## src/rtl/bin2bcd_seq_pkg.sv

```systemverilog
// ============================================================================
// Module : bin2bcd_seq_pkg
// Brief  : Shared encodings and BCD constants for the binary-to-BCD converter.
// Rev    : 1.0 - initial release
// ============================================================================
`default_nettype none

package bin2bcd_seq_pkg;

    localparam int c_digit_w = 4;

    // Largest legal BCD digit, common with the downstream BCD adder
    localparam logic [c_digit_w-1:0] c_bcd_max = 4'd9;
    localparam logic [c_digit_w-1:0] c_adj_min = 4'd5;
    localparam logic [c_digit_w-1:0] c_adj_add = 4'd3;

    typedef enum logic [1:0] {
        ST_IDLE  = 2'd0,
        ST_SHIFT = 2'd1,
        ST_DONE  = 2'd2
    } state_t;

endpackage

`default_nettype wire

```

## src/rtl/bin2bcd_seq_digit_adj.sv

```systemverilog
// ============================================================================
// Module : bin2bcd_seq_digit_adj
// Brief  : Double-dabble digit correction: adds 3 (mod 16) to digits of 5 or more.
// Rev    : 1.0 - initial release
// ============================================================================
`default_nettype none

module bin2bcd_seq_digit_adj
    import bin2bcd_seq_pkg::*;
(
    input  logic [c_digit_w-1:0] d,
    output logic [c_digit_w-1:0] q
);

    assign q = (d >= c_adj_min) ? (d + c_adj_add) : d;

endmodule

`default_nettype wire

```

## src/rtl/bin2bcd_seq.sv

```systemverilog
// ============================================================================
// Module : bin2bcd_seq
// Brief  : Sequential shift-and-add-3 binary-to-BCD converter, valid/ready I/O.
// Rev    : 1.0 - initial release
// ============================================================================
`default_nettype none

module bin2bcd_seq
    import bin2bcd_seq_pkg::*;
#(
    parameter int BIN_W  = 8,
    parameter int DIGITS = 3
) (
    input  logic                          clk,
    input  logic                          rst,
    input  logic                          in_valid,
    output logic                          in_ready,
    input  logic [BIN_W-1:0]              bin_in,
    output logic                          out_valid,
    input  logic                          out_ready,
    output logic [c_digit_w*DIGITS-1:0]   bcd_out,
    output logic                          overflow
);

    localparam int c_bcd_w = c_digit_w * DIGITS;
    localparam int c_cnt_w = (BIN_W > 1) ? $clog2(BIN_W) : 1;
    localparam logic [c_cnt_w-1:0] c_cnt_last = c_cnt_w'(BIN_W - 1);

    state_t               r_state;
    state_t               w_state_nxt;
    logic [c_cnt_w-1:0]   r_cnt;
    logic [BIN_W-1:0]     r_bin;
    logic [c_bcd_w-1:0]   r_bcd;
    logic                 r_ovf;
    logic [c_bcd_w-1:0]   w_adj;
    logic                 w_in_ready;
    logic                 w_out_valid;

    generate
        for (genvar gi = 0; gi < DIGITS; gi++) begin : g_digit
            bin2bcd_seq_digit_adj u_adj (
                .d (r_bcd[gi*c_digit_w +: c_digit_w]),
                .q (w_adj[gi*c_digit_w +: c_digit_w])
            );
        end
    endgenerate

    always_ff @(posedge clk) begin
        if (rst) begin
            r_state <= ST_IDLE;
        end else begin
            r_state <= w_state_nxt;
        end
    end

    always_comb begin
        w_state_nxt = r_state;
        w_in_ready  = 1'b0;
        w_out_valid = 1'b0;
        case (r_state)
            ST_IDLE: begin
                w_in_ready = 1'b1;
                if (in_valid) begin
                    w_state_nxt = ST_SHIFT;
                end
            end
            ST_SHIFT: begin
                if (r_cnt == c_cnt_last) begin
                    w_state_nxt = ST_DONE;
                end
            end
            ST_DONE: begin
                w_out_valid = 1'b1;
                if (out_ready) begin
                    w_state_nxt = ST_IDLE;
                end
            end
            default: begin
                w_state_nxt = ST_IDLE;
            end
        endcase
    end

    // Adjust happens on current digits, then {bcd, bin} shifts left one bit;
    // whatever falls out of the top digit marks the result as unrepresentable.
    always_ff @(posedge clk) begin
        if (rst) begin
            r_bin <= '0;
            r_bcd <= '0;
            r_ovf <= 1'b0;
            r_cnt <= '0;
        end else if (r_state == ST_IDLE && in_valid) begin
            r_bin <= bin_in;
            r_bcd <= '0;
            r_ovf <= 1'b0;
            r_cnt <= '0;
        end else if (r_state == ST_SHIFT) begin
            r_bcd <= {w_adj[c_bcd_w-2:0], r_bin[BIN_W-1]};
            r_bin <= {r_bin[BIN_W-2:0], 1'b0};
            r_ovf <= r_ovf | w_adj[c_bcd_w-1];
            r_cnt <= r_cnt + c_cnt_w'(1);
        end
    end

    assign in_ready  = w_in_ready;
    assign out_valid = w_out_valid;
    assign bcd_out   = r_bcd;
    assign overflow  = r_ovf;

endmodule

`default_nettype wire

```

## config.mk

```make
export PLATFORM = sky130hd
export DESIGN_NAME = bin2bcd_seq
export DESIGN_NICKNAME = d
export VERILOG_FILES = /design/src/rtl/bin2bcd_seq_pkg.sv /design/src/rtl/bin2bcd_seq_digit_adj.sv /design/src/rtl/bin2bcd_seq.sv
export SDC_FILE = /design/constraint.sdc
export NUM_CORES = 1
export LEC_CHECK = 0
export BUFFER_PORTS_ARGS = -buffer_cell sky130_fd_sc_hd__clkbuf_2
export CAP_MARGIN = 15
export CORE_MARGIN = 5
export CORE_UTILIZATION = 48
export DETAILED_ROUTE_END_ITERATION = 7
export HOLD_SLACK_MARGIN = 0.02
export PLACE_DENSITY = 0.79
export SYNTH_ARGS = -nofsm -noshare
export SYNTH_HDL_FRONTEND = slang
export SYNTH_SLANG_ARGS = --single-unit
export TNS_END_PERCENT = 5
```

## constraint.sdc

```tcl
create_clock -name clk -period 1.25 [get_ports clk]
set_input_delay 0.1875 -clock clk [delete_from_list [all_inputs] [get_ports clk]]
set_output_delay 0.1875 -clock clk [all_outputs]
set_load 0.005 [all_outputs]
```

==> impl_metrics.csv <==
group,metric,value,unit
cells_and_area,multiInputGateArea,843.3,um^2
setup_path,crit_required,1.51,ns
yosys,syn_inst,149,
die,io-pin-count,27,
setup_path,cp_max_fo,3,
die,die_x,61.54,um
timing,period_minus_slack,1.341,ns
clocking,tritoncts,"yes",
setup_path,critPathKind,"reg2reg",
die,die_height,61.54,um
cells_and_area,area.growth.synth_to_final,46.12,%
yosys,yosysSeqAreaShare,0.4082,
yosys,synthesis.area,1275,um^2
die,start_util,0.5100,
die,rows,18,
drt,viasPerCell,5.589,
timing,min_period_over_period,1.073,
run_status,violations,"setup timing",
drt,drtIter0Drc,70,
drt,drt_pass1_iterations,4,
cells_and_area,fillerInstances,175,
clocking,clockBufferDepth,2,
yosys,ys.warnings.count,0,
yosys,synth-seq-cells,26,
hold_path,holdPathStages,3,
cells_and_area,n_antenna_cell,0,
timing,fin_setup_tns,-0.5103,ns
timing,slew_violations,0,
yosys,synth_top_area_share,0.4082,
clocking,clkTransAtPathRegs,0.14,ns
setup_path,worstSetupEndpointType,"flop",
timing,finClkSkew,0.004952,ns
setup_path,r2r_start,"bcd_out[9]",
yosys,synthFlopType,"dfxtp_1",
timing,grt_setup_unrepaired,"yes",
timing,slew_headroom,0.7329,
drt,wl_per_cell,15.12,um
die,die_area,3787,um^2
setup_path,crit_arrival,1.60,ns
drt,drt-total-wl,3493,um
placement,placed_area,1694,um^2
grt,antenna_found_initial,0,
pwr,vdd.ir_drop.worst,0.8085,mV
yosys,syn_nets,169,
grt,grt.total_usage,0.2058,
grt,grt_pass1_vias,1312,
drt,postRouteAntennaNets,0,
drt,drc_errors,0,
cells_and_area,drive_gt1_frac,0.4826,
pwr,leakage,0.7670,nW
yosys,synth.area.top_cells,"dfxtp_1 41%, ha_1 7.9%, a21oi_1 7.5%, a22oi_1 4.7%, nand2_1 4.4%",
timing,timing_worst_slew_pin_value,0.3964,ns
placement,port_buffers,26,
yosys,ys_types,30,
hold_path,hold_start,"bin_in[0]",
yosys,synth_edf_count,0,
timing,worst_hold_slack,0.06071,ns
clocking,h-tree-depth,1,
setup_path,crit_start,"bcd_out[9]",
yosys,async_flop_share,0,
clocking,cts_inserted_buffers,3,
grt,grt_max_degree,17,
timing,setup_viol,10,
drt,routed-via-count,1291,
grt,overflow,0,
timing,fmax,745.5,MHz
run,max_cap_viol_count,0,
timing,worst_slack,-0.09138,ns
setup_path,cp-start-kind,"flop",
yosys,yosys.area.top_type,"dfxtp_1",
run_status,status,"finished, violations left",
clocking,root_buffer,"clkbuf_4",
cells_and_area,final_cell_area,1863,um^2
hold_path,hold_class,"in2reg",
placement,place_congestion,0.8693,
cells_and_area,seq_area,540.5,um^2
pwr,power_density,942.5,nW/um^2
setup_path,reg2regPathDepth,5,
die,core_area,2500,um^2
pwr,power,1.756,mW
clocking,clock_latency,0.33,ns
cells_and_area,nets,222,
clocking,cts.sinks,26,
yosys,syn_area_per_cell,8.557,um^2
timing,hold_viol,0,
placement,pre_cts_ws,-0.08553,ns
grt,grt_pass1_wl,5740,um
placement,hpwl,2413,um
==> cells in the mapped netlist, drive strengths merged (4+ instances only) <==
cell and instances:
ha 8, a21oi 19, nand2b 4, nand2 15, a31oi 5, nor2 15, dfxtp 26, o21ai 6
inv 7, a211oi 4, buf 6, a22oi 8
==> sequential cells by signal (all words and copies together) (netlist names) <==
register  cells
r_state       2
overflow      1
r_cnt         3
r_bin         8
bcd_out      12
==> path summary, 6_finish.rpt <==
kind	endpoint	slack (ns)
max	bcd_out[9]	-0.09
min	r_bin[0]	0.06
min reg2reg	r_bin[3]	0.46
max reg2reg	bcd_out[9]	-0.09
==> cell usage in the layout (no fill, tap or decap), types with 4 or more instances in the layout <==
cell      netlist  final
a211oi_1        4      4
a21oi_1        19     16
dfxtp_1        26     14
nand2_1        15     15
inv_2           0      5
buf_4           3     28
a22oi_1         8      8
o21ai_0         6      6
dfxtp_2         0     10
a31oi_1         5      5
nor2_1         14     14
clkbuf_2        0     26
==> cell families after synthesis <==
group,synth area share
compound gates,0.2571
xor+xnor,0.006871
fa+ha+maj,0.07851
buf+inv,0.05299
flops,0.4082
mux,0.02355
simple gates,0.1727
==> metal layers <==
layer	track usage	up-vias	share of wire
met1	0.2163	602	0.38
met5	0	-	0
li1	-	646	-
met2	0.3976	37	0.55
met3	0.05451	6	0.055
met4	0.05455	0	0.016
==> report_power, final <==
| group | internal [mW] | switching (mW) |
|---|---|---|
| Combinational | 0.140 | 0.154 |
| Clock | 0.325 | 0.261 |
| Sequential | 0.855 | 0.0207 |
| Total | 1.32 | 0.435 |
==> final cells by class <==
cell class / count / share of cell area
inverters: 7 / 0.01545
flip-flops and latches: 26 / 0.2901
well taps: 30 / 0.02015
multi-input cells: 109 / 0.4527
clock buffers: 3 / 0.01209
repair buffers: 55 / 0.1934
clock inverters: 1 / 0.01612
==> per-stage QoR <==
stage	util	instances
finish	0.7452	231
global route	0.7452	231
CTS	0.7302	231
detailed placement	0.6777	226
global placement	0.6777	226
floorplan	-	149
==> critical path, stage by stage (launching register included) <==
cell and delay (ns):
dfxtp_2 0.38, inv_4 0.05, ha_4 0.15, nand2b_4 0.15, a2111o_1 0.38, a31oi_1 0.16
==> timing repair <==
action,CTS,global route
pin swaps,9,8
buffers inserted,1,0
gates resized for setup,20,9
hold buffers,0,0
setup endpoints to repair,19,21
Power figures use the tool's default switching activity.
